File: src/rtl/sprite_compositor.sv
// sprite_compositor: two-stage RGB332 compositor of one background layer and
// NUM_SPR sprite layers. Stage A issues the background and sprite ROM
// addresses and latches the hit flags. Stage B picks the winning pixel from
// the returned ROM bytes. Sprite registers are double-buffered and are copied
// from pending to active at the frame tick.
// Optional feature macro: COLLISION_EN (per-frame sprite-0 collision flags).
module sprite_compositor #(
    parameter int unsigned NUM_SPR    = 4,
    parameter int unsigned SPR_W      = 16,
    parameter int unsigned SPR_H      = 16,
    parameter int unsigned SPR_FRAMES = 2,
    parameter int unsigned SPR_AW     = 9,
    parameter int unsigned FRM_W      = 1,
    parameter logic [7:0]  TRANSP_KEY = 8'hE3,
    parameter int unsigned TICK_LINE  = 480
) (
    input  logic                      clk,
    input  logic                      rst_n,
    input  logic                      pix_ce,
    input  logic [9:0]                x_ptr,
    input  logic [9:0]                y_ptr,
    input  logic                      valid_in,
    input  logic                      wr_en,
    input  logic [2:0]                wr_idx,
    input  logic [9:0]                wr_x,
    input  logic [9:0]                wr_y,
    input  logic [FRM_W-1:0]          wr_frame,
    input  logic                      wr_vis,
    output logic [15:0]               bg_addr,
    input  logic [7:0]                bg_data,
    output logic [NUM_SPR*SPR_AW-1:0] spr_addr,
    input  logic [NUM_SPR*8-1:0]      spr_data,
    output logic [7:0]                rgb,
    output logic                      valid_out,
    output logic                      frame_tick,
    output logic [NUM_SPR-1:0]        collide
);

    localparam int unsigned XW = $clog2(SPR_W);
    localparam int unsigned YW = $clog2(SPR_H);
    // frame index wraps within the frames actually stored in a sprite ROM
    localparam logic [FRM_W-1:0] FRM_MASK = FRM_W'(SPR_FRAMES - 1);

    logic [9:0]                r_pend_x     [NUM_SPR];
    logic [9:0]                r_pend_y     [NUM_SPR];
    logic [FRM_W-1:0]          r_pend_frame [NUM_SPR];
    logic                      r_pend_vis   [NUM_SPR];
    logic [9:0]                r_act_x      [NUM_SPR];
    logic [9:0]                r_act_y      [NUM_SPR];
    logic [FRM_W-1:0]          r_act_frame  [NUM_SPR];
    logic                      r_act_vis    [NUM_SPR];

    logic [NUM_SPR-1:0]        w_wr_sel;
    logic                      w_tick;
    logic [10:0]               w_dx [NUM_SPR];
    logic [10:0]               w_dy [NUM_SPR];
    logic [NUM_SPR-1:0]        w_hit;
    logic [NUM_SPR*SPR_AW-1:0] w_spr_addr;

    logic [NUM_SPR-1:0]        r_hit_a;
    logic                      r_valid_a;
    logic [NUM_SPR-1:0]        w_opaque;
    logic [7:0]                w_pix;

    // Frame tick detection and per-sprite write decode (out-of-range index selects nothing)
    always_comb begin
        w_tick = pix_ce && (x_ptr == '0) && (y_ptr == 10'(TICK_LINE));
        for (int unsigned i = 0; i < NUM_SPR; i++) begin
            w_wr_sel[i] = wr_en && (32'(wr_idx) == i);
        end
    end

    // Pending sprite registers: host writes land here on any clk
    always_ff @(posedge clk or negedge rst_n) begin
        if (!rst_n) begin
            for (int unsigned i = 0; i < NUM_SPR; i++) begin
                r_pend_x[i]     <= '0;
                r_pend_y[i]     <= '0;
                r_pend_frame[i] <= '0;
                r_pend_vis[i]   <= 1'b0;
            end
        end else begin
            for (int unsigned i = 0; i < NUM_SPR; i++) begin
                if (w_wr_sel[i]) begin
                    r_pend_x[i]     <= wr_x;
                    r_pend_y[i]     <= wr_y;
                    r_pend_frame[i] <= wr_frame;
                    r_pend_vis[i]   <= wr_vis;
                end
            end
        end
    end

    // Active sprite registers: copied at the tick, a same-clk write goes straight through
    always_ff @(posedge clk or negedge rst_n) begin
        if (!rst_n) begin
            for (int unsigned i = 0; i < NUM_SPR; i++) begin
                r_act_x[i]     <= '0;
                r_act_y[i]     <= '0;
                r_act_frame[i] <= '0;
                r_act_vis[i]   <= 1'b0;
            end
        end else if (w_tick) begin
            for (int unsigned i = 0; i < NUM_SPR; i++) begin
                r_act_x[i]     <= w_wr_sel[i] ? wr_x     : r_pend_x[i];
                r_act_y[i]     <= w_wr_sel[i] ? wr_y     : r_pend_y[i];
                r_act_frame[i] <= w_wr_sel[i] ? wr_frame : r_pend_frame[i];
                r_act_vis[i]   <= w_wr_sel[i] ? wr_vis   : r_pend_vis[i];
            end
        end
    end

    // Stage A combinational: sprite-relative offsets, hit test (no wrap) and ROM addresses
    always_comb begin
        w_hit      = '0;
        w_spr_addr = '0;
        for (int unsigned i = 0; i < NUM_SPR; i++) begin
            w_dx[i]  = {1'b0, x_ptr} - {1'b0, r_act_x[i]};
            w_dy[i]  = {1'b0, y_ptr} - {1'b0, r_act_y[i]};
            w_hit[i] = r_act_vis[i]
                       && (x_ptr >= r_act_x[i]) && (w_dx[i] < 11'(SPR_W))
                       && (y_ptr >= r_act_y[i]) && (w_dy[i] < 11'(SPR_H));
            w_spr_addr[i*SPR_AW +: SPR_AW] = {r_act_frame[i] & FRM_MASK,
                                              w_dy[i][YW-1:0], w_dx[i][XW-1:0]};
        end
    end

    // Stage A registers: ROM addresses with hit flags and valid carried alongside
    always_ff @(posedge clk or negedge rst_n) begin
        if (!rst_n) begin
            bg_addr   <= '0;
            spr_addr  <= '0;
            r_hit_a   <= '0;
            r_valid_a <= 1'b0;
        end else if (pix_ce) begin
            bg_addr   <= {y_ptr[8:1], x_ptr[9:2]};
            spr_addr  <= w_spr_addr;
            r_hit_a   <= w_hit;
            r_valid_a <= valid_in;
        end
    end

    // Stage B combinational: opacity per layer, lowest-index opaque sprite wins over background
    always_comb begin
        w_opaque = '0;
        for (int unsigned i = 0; i < NUM_SPR; i++) begin
            w_opaque[i] = r_hit_a[i] && (spr_data[i*8 +: 8] != TRANSP_KEY);
        end
        w_pix = bg_data;
        for (int unsigned k = 0; k < NUM_SPR; k++) begin
            if (w_opaque[NUM_SPR-1-k]) begin
                w_pix = spr_data[(NUM_SPR-1-k)*8 +: 8];
            end
        end
    end

    // Stage B registers: composited pixel, blanked outside the visible area
    always_ff @(posedge clk or negedge rst_n) begin
        if (!rst_n) begin
            rgb       <= '0;
            valid_out <= 1'b0;
        end else if (pix_ce) begin
            rgb       <= r_valid_a ? w_pix : '0;
            valid_out <= r_valid_a;
        end
    end

    // Frame tick pulse, one clk wide
    always_ff @(posedge clk or negedge rst_n) begin
        if (!rst_n) begin
            frame_tick <= 1'b0;
        end else begin
            frame_tick <= w_tick;
        end
    end

`ifdef COLLISION_EN
    logic [NUM_SPR-1:0] r_pend_col;
    logic [NUM_SPR-1:0] w_col;

    // Collision of sprite 0 with each other opaque sprite at a visible pixel
    always_comb begin
        w_col = '0;
        for (int unsigned i = 1; i < NUM_SPR; i++) begin
            w_col[i] = r_valid_a && w_opaque[0] && w_opaque[i];
        end
    end

    // Per-frame accumulation; a hit on the tick clk belongs to the new frame
    always_ff @(posedge clk or negedge rst_n) begin
        if (!rst_n) begin
            r_pend_col <= '0;
            collide    <= '0;
        end else if (pix_ce) begin
            if (w_tick) begin
                collide    <= r_pend_col;
                r_pend_col <= w_col;
            end else begin
                r_pend_col <= r_pend_col | w_col;
            end
        end
    end
`else
    assign collide = '0;
`endif

endmodule

File: config.mk
export PLATFORM = sky130hd
export DESIGN_NAME = sprite_compositor
export DESIGN_NICKNAME = d
export VERILOG_FILES = /design/src/rtl/sprite_compositor.sv
export SDC_FILE = /design/constraint.sdc
export NUM_CORES = 1
export LEC_CHECK = 0
export BUFFER_PORTS_ARGS = -buffer_cell sky130_fd_sc_hd__buf_2
export CAP_MARGIN = 20
export CORE_MARGIN = 2
export CORE_UTILIZATION = 25
export CTS_BUF_LIST = sky130_fd_sc_hd__clkbuf_8
export DETAILED_ROUTE_END_ITERATION = 10
export GPL_ROUTABILITY_DRIVEN = 0
export HOLD_SLACK_MARGIN = 0.05
export PLACE_DENSITY = 0.45
export SYNTH_ARGS = -nofsm -noshare
export SYNTH_HDL_FRONTEND = slang
export SYNTH_SLANG_ARGS = --single-unit
File: constraint.sdc
create_clock -name clk -period 3.5 [get_ports clk]
set_input_delay 0.7 -clock clk [delete_from_list [all_inputs] [get_ports clk]]
set_output_delay 0.7 -clock clk [all_outputs]
set_load 0.03 [all_outputs]
==> results of run 1 <==
cell usage in the layout (no fill, tap or decap), types with 3 or more instances in the layout:
cell       Yosys  routed
a211o_1        4       4
a211oi_1      18      18
a21o_1        12      12
a21oi_1       54      54
a31oi_1        7       7
buf_12         0       5
buf_2          5     150
buf_4          4      14
clkbuf_8       0      59
clkinv_2       0       6
conb_1         1       4
dfrtp_1      243     243
fa_1           8       8
ha_1          80      80
inv_1        107     120
mux2_2       137     137
mux2i_1       12      12
nand2_1      114     114
nand2b_1      28      28
nand3_1        3       3
nand3b_1       3       3
nand4_1        7       7
nand4b_1       6       6
nor2_1        74      74
nor2b_1       13      13
nor3_1        16      16
nor4_1         6       6
o2111ai_1      5       5
o211ai_1       7       7
o21a_1        12      12
o21ai_0      120     120
o21bai_1       5       5
o22ai_1       10      10
o31ai_1        8       8
o32ai_1       10      10
or3_1          3       3
xnor2_1       19      19
xor2_1         6       6
per-layer routing:
layer	vias up	wire length, um	track usage
li1	4739	-	-
met1	4878	19360	0.2097
met2	290	17290	0.2286
met3	63	2208	0.02928
met4	2	1019	0.05302
met5	-	13	0
stage by stage:
stage	instance area [um^2]	std cells	worst slack [ns]	power (mW)	util
global placement	14630	2051	0.07550	4.293	0.2857
CTS	15600	2134	0.6126	7.362	0.3047
detailed placement	14630	2051	0.03730	4.314	0.2857
finish	15610	2135	0.5672	7.206	0.3048
floorplan	12930	1241	0.3237	3.885	-
global route	15610	2135	0.4832	7.584	0.3048
state kept, by name, indices dropped and copies added (netlist names):
register	cells
r_act_frame	4
r_pend_y	40
r_pend_frame	4
spr_addr	36
r_pend_vis	4
r_act_vis	4
r_hit_a	4
r_pend_x	40
rgb	8
frame_tick	1
bg_addr	16
r_act_y	40
r_act_x	40
valid_out	1
r_valid_a	1
cell usage after synthesis (3+ instances only):
cell | instances | area, um^2
o21ai_0 | 120 | 600.6
mux2i_1 | 12 | 120.1
nand4b_1 | 6 | 52.55
xnor2_1 | 19 | 166.4
nand4_1 | 7 | 43.79
nand2b_1 | 28 | 175.2
inv_1 | 107 | 401.6
a21oi_1 | 54 | 270.3
nand3_1 | 3 | 15.01
buf_4 | 4 | 30.03
clkbuf_1 | 31 | 116.4
a211o_1 | 4 | 35.03
fa_1 | 8 | 160.2
o211ai_1 | 7 | 52.55
o22ai_1 | 10 | 62.56
ha_1 | 80 | 1001
nand2_1 | 114 | 427.9
nor4_1 | 6 | 37.54
o21a_1 | 12 | 90.09
nand3b_1 | 3 | 22.52
dfrtp_1 | 243 | 6081
o21bai_1 | 5 | 37.54
nor4b_1 | 3 | 26.28
nor3_1 | 16 | 80.08
o2111ai_1 | 5 | 43.79
nor2_1 | 74 | 277.8
o31ai_1 | 8 | 60.06
xor2_1 | 6 | 52.55
a21o_1 | 12 | 90.09
o32ai_1 | 10 | 87.58
or3_1 | 3 | 18.77
buf_2 | 5 | 25.02
nor2b_1 | 13 | 81.33
mux2_2 | 137 | 1543
a211oi_1 | 18 | 135.1
a31oi_1 | 7 | 43.79
what timing repair did:
item / 4_1_cts / 5_1_grt
endpoints found under the hold margin: 8 / 0
hold buffers: 1 / 0
buffers inserted: 0 / 0
power by group:
part	switching (mW)	internal, mW	leakage (nW)	total [mW]
clock	1.29	1.66	0.550	2.95
combinational	0.635	0.427	4.04	1.06
sequential	0.0891	3.10	2.73	3.19
final cells by class:
cell class / count / share of cell area
clock buffer: 59 / 0.05204
sequential: 243 / 0.3897
tap: 680 / 0.05452
clock inverter: 23 / 0.009942
antenna: 1 / 0.0001604
inverter: 108 / 0.02598
timing repair buffer: 171 / 0.06286
multi-input combinational: 850 / 0.4048
critical path, delay by kind of cell, from the launching register on:
kind / cells / cell delay (ns)
adder cells (fa/ha/maj): 2 / 0.60
AND/OR/NAND/NOR: 2 / 0.54
AO/OA/AOI/OAI: 6 / 1.25
flip-flops: 1 / 0.35
buffers and inverters: 1 / 0.10
how the worst max path moves through the flow:
stage	startpoint	endpoint	slack, ns	depth (start not counted)
final	r_act_y[0]$_DFFE_PN0P_	r_hit_a[3]$_DFFE_PN0P_	0.57	11
after global routing	r_act_y[0]$_DFFE_PN0P_	r_hit_a[3]$_DFFE_PN0P_	0.48	11
after CTS	r_act_y[0]$_DFFE_PN0P_	r_hit_a[3]$_DFFE_PN0P_	0.61	11
after detailed placement	y_ptr[0]	r_hit_a[3]$_DFFE_PN0P_	0.04	13
after global placement	y_ptr[0]	r_hit_a[3]$_DFFE_PN0P_	0.08	13
after floorplan	y_ptr[0]	r_hit_a[3]$_DFFE_PN0P_	0.32	12
kinds of logic after synthesis:
family,share of synthesized area
xor gates and xnor gates,0.01695
adders and majority gates,0.08986
and+or+nand+nor,0.1040
DFF,0.4706
muxes,0.1287
other,0.0002902
AOI/OAI and AO/OA,0.1450
buffers and inverters,0.04464
==> metrics.md, run 1 <==
| Metric | Value |
|---|---|
| Status | finished, final reports clean |
| First-pass GRT wire length | 60.70 mm |
| Initial antenna violation count | 3 |
| Gate Count Post-Synth | about 1,200 |
| FP Rows | 83 |
| Worst R2R Setup Slack | between 0.5 and 0.6 ns |
| Synth unique cells | between 60 and 70 |
| Reg2reg path depth | 11 |
| Worst-path clk slew | approximately 0.060 ns |
| Hold EP | r_valid_a$_DFFE_PN0P_ |
| DIE AREA | ~0.054 mm^2 |
| Worst R2R End | r_hit_a[3]$_DFFE_PN0P_ |
| CTS tree | yes |
| Cell breakdown of the critical path | ha_1, inv_1, fa_1, a21o_1, a21oi_2, nor2b_1, o21a_1, o31a_1, or4_1, a211o_1, o32ai_2 |
| Routed vias | about 10,000 |
| Min-delay src | valid_in |
| Clk buf depth | 3 |
| IR drop worst, VDD | 246.6 uV |
| Achievable Freq | approximately 340 MHz |
| Hold crit path type | input port to register |
| Via density | ~4.7 |
| First-pass iteration count of the detailed router | 5 |
| Max-cap violations | 0 |
| WHS Path Cells | 2 |
| Wirelength, routed | between 30 and 40 mm |
| Worst skew pair latency | slightly above 0.6 ns |
| Initial Util | 0.2524 |
| Post-synthesis async set-or-reset flop share | 1.000 |
| Leakage power | 7.324 nW |
| Hold_ws | roughly 0.34 ns |
| TritonCTS Buffers | 47 |
| Tmin final | ~2.9 ns |
| HPWL after DPL | 29.06 mm |
| Critical path's slowest cell | or4_1 |
| Number of global-route vias before repair | around 10,000 |
| Sequential share of the synthesized area | 0.4706 |
| Critical Path RT | 4.01 ns |
| Setup TNS | 0 ns |
| Clk sinks | 243 |
| Crit path max fanout | 2 |
| Footprint of the multi-input gates | between 0.006 and 0.007 mm^2 |
| CP arrival | 3.45 ns |
| Kind of critical path | register to register |
| Flops & latches, synth | ~240 |
| Final nets | around 1,600 |
| Final Max Slew Viols | 0 |
| Final ANT Viol Nets | 0 |
| Final setup fails | 0 |
| Period utilisation layout | 0.8379 |
| Iteration-0 DRC Markers | 559 |
| RSZ-0062 raised after global routing | no |
| Post-route DRC | 0 |
| Placeable Area | 0.05120 mm^2 |
| Htree depth | 2 |
| Main synth FF type | dfrtp_1 |
| Yosys warns | 0 |
| R2R Path Start | r_act_y[0]$_DFFE_PN0P_ |
| CTS root buffer | clkbuf_8 |
| Fill cell count | approximately 5,400 |
| Mapped cell area | roughly 0.013 mm^2 |
| Floorplan die height | around 230 um |
| Post-synth EDFFs | 0 |
| Gr ovfl total | 0 |
| Syn avg cell area | 10.44 um^2 |
| Startpoint types | register |
| Largest net degree at the start of global routing | 77 |
| Synthesis-to-layout area growth | 20.77% |
| Worst-margin pin slew | 0.8925 ns |
| Share of layout cells above drive strength 1 | 0.2682 |
| Final hold violations | 0 |
| # port buffers | ~150 |
| Die X | ~230 um |
| Post-cts resize count | 0 |
| Pwr Density | roughly 460 mW/mm^2 |
| WL/cell | 18.68 um |
| Crit. End Element | register |
| Relative slew slack | 0.3972 |
| Crit path largest cell delay | about 0.48 ns |
| Seq. cell area | around 0.0061 mm^2 |
| Worst Clk Skew | 0.01594 ns |
| I/O pin total | about 160 |
| GRT Overall Usage | 0.1496 |
(Power assumes the default switching activity.)
==> run 2: changes to the inputs <==
--- a/config.mk
+++ b/config.mk
@@ -13,7 +13,7 @@
 export DETAILED_ROUTE_END_ITERATION = 10
 export GPL_ROUTABILITY_DRIVEN = 0
 export HOLD_SLACK_MARGIN = 0.05
-export PLACE_DENSITY = 0.45
+export PLACE_DENSITY = 0.46
 export SYNTH_ARGS = -nofsm -noshare
 export SYNTH_HDL_FRONTEND = slang
 export SYNTH_SLANG_ARGS = --single-unit
==> constraint.sdc (replaced) <==
create_clock -name clk -period 2.5 [get_ports clk]
set_input_delay 0.5 -clock clk [delete_from_list [all_inputs] [get_ports clk]]
set_output_delay 0.5 -clock clk [all_outputs]
set_load 0.03 [all_outputs]
==> run 2 against run 1 <==
Non-clock buffer count is 122 higher. The run now ends with negative setup slack left. First-iteration DRC count down 15%. Count of clock-buffer cells in the layout did not move. Critical path depth is the same. Via count up 3.9%. Highest routed layer unchanged. Critical path type unchanged. Sequential share of layout area shrank 2.7 points. Combinational power rose by 52%. Worst hold slack lost 0.19 ns.
==> metrics.md, run 2 (synthesis gave the netlist of run 1 again) <==
| Metric | Value |
|---|---|
| Status | finished with violations (was finished, final reports clean) |
| Failing checks | negative setup slack |
| Initial antenna violation count | 2 (was 3) |
| Share of layout cells above drive strength 1 | 0.3433 (was 0.2682) |
| Max-cap violations | 0 (unchanged) |
| Number of global-route vias before repair | 10,730 (was 10,120) |
| Cell breakdown of the critical path | ha_4, inv_4, fa_2, a21o_1, a21oi_2, nor2b_1, o21a_1, o31a_1, or4_1, a211o_1, o32ai_2 (was ha_1, inv_1, fa_1, a21o_1, a21oi_2, nor2b_1, o21a_1, o31a_1, or4_1, a211o_1, o32ai_2) |
| Final hold violations | 0 (unchanged) |
| Setup TNS | -0.2901 ns (was 0 ns) |
| Sw Ratio | 0.2736 (was 0.2799) |
| Pwr Total | 10.26 mW (was 7.206 mW) |
| TritonCTS Buffers | 46 (was 47) |
| RSZ-0062 raised after global routing | yes (was no) |
| Crit path max fanout | 2 (unchanged) |
| Hold crit path type | input port to register (unchanged) |
| Setup Slack @ Placement | -0.6715 ns (was 0.03730 ns) |
| Clock power frac | 0.408 (was 0.410) |
| Clk buf depth | 3 (unchanged) |
| Crit path largest cell delay | 0.41 ns (was 0.48 ns) |
| Crit. End Element | register (unchanged) |
| Initial Util | 0.2524 (unchanged) |
| # port buffers | 151 (unchanged) |
| Placed cells | 2,171 (was 2,051) |
| First-pass iteration count of the detailed router | 7 (was 5) |
| WL/cell | 17.98 um (was 18.68 um) |
| Sw power | 2.807 mW (was 2.017 mW) |
| Kind of critical path | register to register (unchanged) |
| Startpoint types | register (unchanged) |
| Floorplan die height | 231.3 um (unchanged) |
| HPWL after DPL | 30.19 mm (was 29.06 mm) |
| First-pass GRT wire length | 62.40 mm (was 60.70 mm) |
| CTS tree | yes (unchanged) |
| Via density | 4.596 (was 4.671) |
| IR drop worst, VDD | 330.5 uV (was 246.6 uV) |
| Global Route met1 Usage | 0.2166 (was 0.2097) |
| Achievable Freq | 358.4 MHz (was 341.0 MHz) |
| Footprint of the multi-input gates | 0.006440 mm^2 (was 0.006317 mm^2) |
| Htree depth | 2 (unchanged) |
| CP arrival | 3.29 ns (was 3.45 ns) |
| Die X | 231.3 um (unchanged) |
| Worst-path clk slew | 0.06 ns (about the same) |
| Reg power frac | 0.435 (was 0.443) |
| Placeable Area | 0.05120 mm^2 (unchanged) |
| Worst skew pair latency | 0.61 ns (about the same) |
| Gr ovfl total | 0 (unchanged) |
| Seq. cell area | 0.006081 mm^2 (unchanged) |
| CTS root buffer | clkbuf_8 (unchanged) |
| Cell-internal power | 7.451 mW (was 5.189 mW) |
| FP Rows | 83 (unchanged) |
| Commonest cells after routing, fill and taps aside | 243 x dfrtp_1, 150 x buf_2, 137 x mux2_2 (unchanged) |
| Tmin final | 2.790 ns (was 2.933 ns) |
| Met2 usage | 0.2342 (was 0.2286) |
| Final setup fails | 1 (was 0) |
| Period utilisation layout | 1.116 (was 0.8379) |
| Synthesis-to-layout area growth | 29.64% (was 20.77%) |
| Final nets | 1,720 (was 1,599) |
| GRT Overall Usage | 0.1529 (was 0.1496) |
| Fill cell count | 5,243 (was 5,356) |
| Met3 Usage GRT | 0.03027 (was 0.02928) |
| Power share of the combinational group | 0.157 (was 0.147) |
| Final ANT Viol Nets | 0 (unchanged) |
| Largest net degree at the start of global routing | 81 (was 77) |
| Commonest non-fill, non-tap cell in the layout | dfrtp_1 (unchanged) |
| Pwr Density | 612.4 mW/mm^2 (was 461.8 mW/mm^2) |
| Final Instance Count excl. Fillers | 2,254 (was 2,135) |
| Iteration-0 DRC Markers | 477 (was 559) |
| Post-route DRC | 0 (unchanged) |
| I/O pin total | 156 (unchanged) |
| Worst Clk Skew | 0.01934 ns (was 0.01594 ns) |
| Slack of the critical path | -0.2901 ns (was 0.5672 ns) |
| Critical path's slowest cell | or4_1 (unchanged) |
| Hold_ws | 0.1464 ns (was 0.3386 ns) |
| DIE AREA | 0.05352 mm^2 (unchanged) |
| Routed vias | 10,360 (was 9,972) |
| Clk sinks | 243 (unchanged) |
| Most used routing layer | met2 (unchanged) |
| Leakage power | 7.944 nW (was 7.324 nW) |
| Wirelength, routed | 40.52 mm (was 39.89 mm) |
| Final Max Slew Viols | 0 (unchanged) |
| Critical Path RT | 3.00 ns (was 4.01 ns) |
==> run 2: cell types whose count changed in the layout (fill, tap and decap cells not counted), sizes merged <==
cell	change
bufinv	+1
clkinvlp	+1
buf	+122
inv	-4
clkinv	-1
==> run 2: worst paths after layout <==
kind / from / to / slack [ns] / depth (start not counted)
worst max-delay path: r_act_y[0]$_DFFE_PN0P_ / r_hit_a[3]$_DFFE_PN0P_ / -0.29 / 11
worst min-delay path: valid_in / r_valid_a$_DFFE_PN0P_ / 0.15 / 2
worst max register to register: r_act_y[0]$_DFFE_PN0P_ / r_hit_a[3]$_DFFE_PN0P_ / -0.29 / 11
worst min register to register: spr_addr[10]$_DFFE_PN0P_ / spr_addr[10]$_DFFE_PN0P_ / 0.48 / 2
max in group asynchronous: rst_n / r_act_y[14]$_DFFE_PN0P_ / 1.31 / 3
min in group asynchronous: rst_n / bg_addr[5]$_DFFE_PN0P_ / 0.39 / 2
==> run 2: layout make-up <==
cell class                      count  area share
Inverter                          108     0.02465
Clock inverter                     20     0.01001
Tap cell                          680     0.05079
Sequential cell                   243      0.3630
Timing Repair Buffer              293      0.1185
Antenna cell                        1   0.0001494
Clock buffer                       59     0.04848
Multi-Input combinational cell    850      0.3844
==> run 2: repair_timing <==
| item | in CTS | in global routing |
|---|---|---|
| endpoints found under the hold margin | 39 | 0 |
| endpoints found under the setup margin | 1 | 4 |
| hold buffers | 1 | 0 |
| pin swaps | 4 | 2 |
| gates resized for setup | 1 | 20 |
| setup buffers | 1 | 1 |
==> run 2: routing by layer <==
metal	vias to the layer above	wire [um]	share of wire
met2	241	17710	0.44
met5	-	11	0.00027
met4	2	830	0.020
met1	5071	19880	0.49
met3	60	2085	0.051
li1	4985	-	-
==> run 2: critical path: cells and delay by family, from the launching register on <==
kind / cells / cell delay (ns)
AO/OA/AOI/OAI: 6 / 1.26
adder cells (fa/ha/maj): 2 / 0.52
AND/OR/NAND/NOR: 2 / 0.48
flip-flops: 1 / 0.38
buffers and inverters: 1 / 0.05
==> run 2: power by group through the flow <==
stage                     registers, mW  logic (mW)  clock network [mW]
after floorplan                    4.71       0.735                   0
after global placement             4.53        1.59                   0
after detailed placement           4.54        1.61                   0
after CTS                          4.47        1.62                4.34
after global routing               4.51        1.76                4.52
final                              4.47        1.61                4.18
==> run 2: per-stage QoR <==
stage	utilization	instance area [um^2]
floorplan	-	12990
global placement	0.3061	15670
detailed placement	0.3061	15670
CTS	0.3256	16670
global route	0.3272	16750
finish	0.3272	16750
==> run 3: changes to the inputs <==
--- a/config.mk
+++ b/config.mk
@@ -14,6 +14,7 @@
 export GPL_ROUTABILITY_DRIVEN = 0
 export HOLD_SLACK_MARGIN = 0.05
 export PLACE_DENSITY = 0.46
+export SETUP_SLACK_MARGIN = 0.4
 export SYNTH_ARGS = -nofsm -noshare
 export SYNTH_HDL_FRONTEND = slang
 export SYNTH_SLANG_ARGS = --single-unit
==> run 3 against run 2 <==
Critical path depth is the same. Largest power group unchanged. Register-to-register slack lost 0.02 ns. Via count grew 1.1%. Sequential power is essentially flat. Non-clock buffer count grew 25. First-iteration DRC count grew 5.9%. Largest cell class unchanged. Maximum frequency shrank 0.74%. Utilization grew 0.73 points. The flow still finishes with violations (negative setup slack).
==> metrics.md, run 3 (synthesis gave the netlist of run 1 again) <==
| Metric | Value |
|---|---|
| Cell-internal power | 7.500 mW (was 7.451 mW) |
| Period utilisation layout | 1.124 (was 1.116) |
| Crit path max fanout | 2 (unchanged) |
| Power share of the combinational group | 0.157 (about the same) |
| Commonest cells after routing, fill and taps aside | 243 x dfrtp_1, 153 x buf_4, 150 x buf_2 (was 243 x dfrtp_1, 150 x buf_2, 137 x mux2_2) |
| Worst-margin pin slew | between 0.6 and 0.7 ns |
| HPWL after DPL | 30.86 mm (was 30.19 mm) |
| Final Max Slew Viols | 0 (unchanged) |
| Pwr Total | 10.38 mW (was 10.26 mW) |
| First-pass GRT wire length | 62.71 mm (was 62.40 mm) |
| Failing checks | negative setup slack (unchanged) |
| Share of layout cells above drive strength 1 | 0.3668 (was 0.3433) |
| Worst Clk Skew | 0.02760 ns (was 0.01934 ns) |
| Worst skew pair latency | 0.62 ns (was 0.61 ns) |
| WL/cell | 17.98 um (about the same) |
| Clock power frac | 0.412 (was 0.408) |
| Final ANT Viol Nets | 0 (unchanged) |
| Placeable Area | 0.05120 mm^2 (unchanged) |
| Htree depth | 2 (unchanged) |
| GRT Overall Usage | 0.1540 (was 0.1529) |
| Via density | 4.587 (was 4.596) |
| Worst-path clk slew | 0.06 ns (about the same) |
| Final hold violations | 0 (unchanged) |
| Critical Path RT | 3.02 ns (was 3.00 ns) |
| Initial antenna violation count | 1 (was 2) |
| Commonest non-fill, non-tap cell in the layout | dfrtp_1 (unchanged) |
| Tmin final | 2.811 ns (was 2.790 ns) |
| Met2 usage | 0.2340 (was 0.2342) |
| Slack of the critical path | -0.3111 ns (was -0.2901 ns) |
| IR drop worst, VDD | 314.3 uV (was 330.5 uV) |
| Achievable Freq | 355.7 MHz (was 358.4 MHz) |
| TritonCTS Buffers | 47 (was 46) |
| Leakage power | 8.107 nW (was 7.944 nW) |
| Floorplan die height | 231.3 um (unchanged) |
| Hold_ws | 0.1387 ns (was 0.1464 ns) |
| Reg power frac | 0.431 (was 0.435) |
| Kind of critical path | register to register (unchanged) |
| Final nets | 1,746 (was 1,720) |
| Status | finished with violations (unchanged) |
| CP arrival | 3.33 ns (was 3.29 ns) |
| Global Route met1 Usage | 0.2199 (was 0.2166) |
| Fill cell count | 5,265 (was 5,243) |
| FP Rows | 83 (unchanged) |
| Iteration-0 DRC Markers | 505 (was 477) |
| Relative slew slack | 0.5875 |
| Synthesis-to-layout area growth | 32.52% (was 29.64%) |
| Wirelength, routed | 41.06 mm (was 40.52 mm) |
| CTS root buffer | clkbuf_8 (unchanged) |
| Max-cap violations | 0 (unchanged) |
| Gr ovfl total | 0 (unchanged) |
| Die X | 231.3 um (unchanged) |
| DIE AREA | 0.05352 mm^2 (unchanged) |
| # port buffers | 151 (unchanged) |
| Sw Ratio | 0.2772 (was 0.2736) |
| Largest net degree at the start of global routing | 68 (was 81) |
| Pwr Density | 606.0 mW/mm^2 (was 612.4 mW/mm^2) |
| Routed vias | 10,480 (was 10,360) |
| CTS tree | yes (unchanged) |
| Final setup fails | 1 (unchanged) |
| Clk buf depth | 3 (unchanged) |
| RSZ-0062 raised after global routing | yes (unchanged) |
| Met3 Usage GRT | 0.03125 (was 0.03027) |
| First-pass iteration count of the detailed router | 5 (was 7) |
| Initial Util | 0.2524 (unchanged) |
| I/O pin total | 156 (unchanged) |
| Number of global-route vias before repair | 10,850 (was 10,730) |
| Clk sinks | 243 (unchanged) |
| Crit. End Element | register (unchanged) |
| Most used routing layer | met2 (unchanged) |
| Hold crit path type | input port to register (unchanged) |
| Post-route DRC | 0 (unchanged) |
| Startpoint types | register (unchanged) |
| Setup TNS | -0.3111 ns (was -0.2901 ns) |
| Sw power | 2.877 mW (was 2.807 mW) |
==> run 3: changes by cell type in the layout (fill, tap and decap cells not counted), sizes merged <==
cell / change
buf: +25
clkinv: +4
clkbuf: -3
inv: +2
bufinv: +1
clkinvlp: +1
==> run 3: power by group through the flow <==
stage / Clock, mW / Combinational, mW / Sequential [mW]
CTS: 4.44 / 1.64 / 4.48
detailed placement: 0 / 1.63 / 4.54
floorplan: 0 / 0.739 / 4.71
global placement: 0 / 1.60 / 4.53
finish: 4.27 / 1.63 / 4.47
global route: 4.62 / 1.79 / 4.51
==> run 3: critical path, stage by stage, from the launching register on <==
cell and delay, ns:
dfrtp_1 0.38, ha_4 0.16, inv_4 0.05, fa_2 0.38
a21o_1 0.19, a21oi_2 0.13, nor2b_1 0.06, o21a_1 0.20
o31a_1 0.26, or4_4 0.42, a211o_1 0.28, o32ai_2 0.21
==> run 3: stage by stage <==
step | area, um^2 | instances | setup WS (ns) | utilization
after floorplan | 13040 | 1241 | -0.3378 | -
after global placement | 15910 | 2197 | -0.6712 | 0.3108
after detailed placement | 15910 | 2197 | -0.7009 | 0.3108
after CTS | 16990 | 2283 | -0.3120 | 0.3318
after global routing | 17120 | 2284 | -0.4244 | 0.3344
final | 17120 | 2284 | -0.3111 | 0.3344
==> run 3: worst paths after layout <==
kind / start / end / slack (ns) / depth (start not counted)
min in group asynchronous: rst_n / bg_addr[0]$_DFFE_PN0P_ / 0.46 / 2
min reg2reg: spr_addr[19]$_DFFE_PN0P_ / spr_addr[19]$_DFFE_PN0P_ / 0.48 / 2
max reg2reg: r_act_y[0]$_DFFE_PN0P_ / r_hit_a[3]$_DFFE_PN0P_ / -0.31 / 11
max: r_act_y[0]$_DFFE_PN0P_ / r_hit_a[3]$_DFFE_PN0P_ / -0.31 / 11
min: valid_in / r_valid_a$_DFFE_PN0P_ / 0.14 / 2
max in group asynchronous: rst_n / bg_addr[13]$_DFFE_PN0P_ / 1.26 / 3
==> run 3: repair_timing <==
item / CTS / global route
resized for setup: 16 / 27
hold buffers: 1 / 0
hold endpoints to repair: 59 / 0
pin swaps: 19 / 14
setup endpoints to repair: 4 / 4
setup buffers: 1 / 0
==> run 3: layout make-up <==
type	instances	area [um^2]	share of cell area
sequential	243	6081	0.3551
timing repair buffer	318	2176	0.1271
inverter	108	424.2	0.02477
clock buffer	56	770.7	0.04501
tap	680	850.8	0.04969
antenna	1	2.502	0.0001461
multi-input combinational	850	6585	0.3846
clock inverter	28	232.7	0.01359
==> run 3: routing by layer <==
metal | up-vias | routed length (um)
met1 | 5158 | 20050
met5 | - | 0
li1 | 5024 | -
met2 | 243 | 18120
met4 | 0 | 708
met3 | 52 | 2181
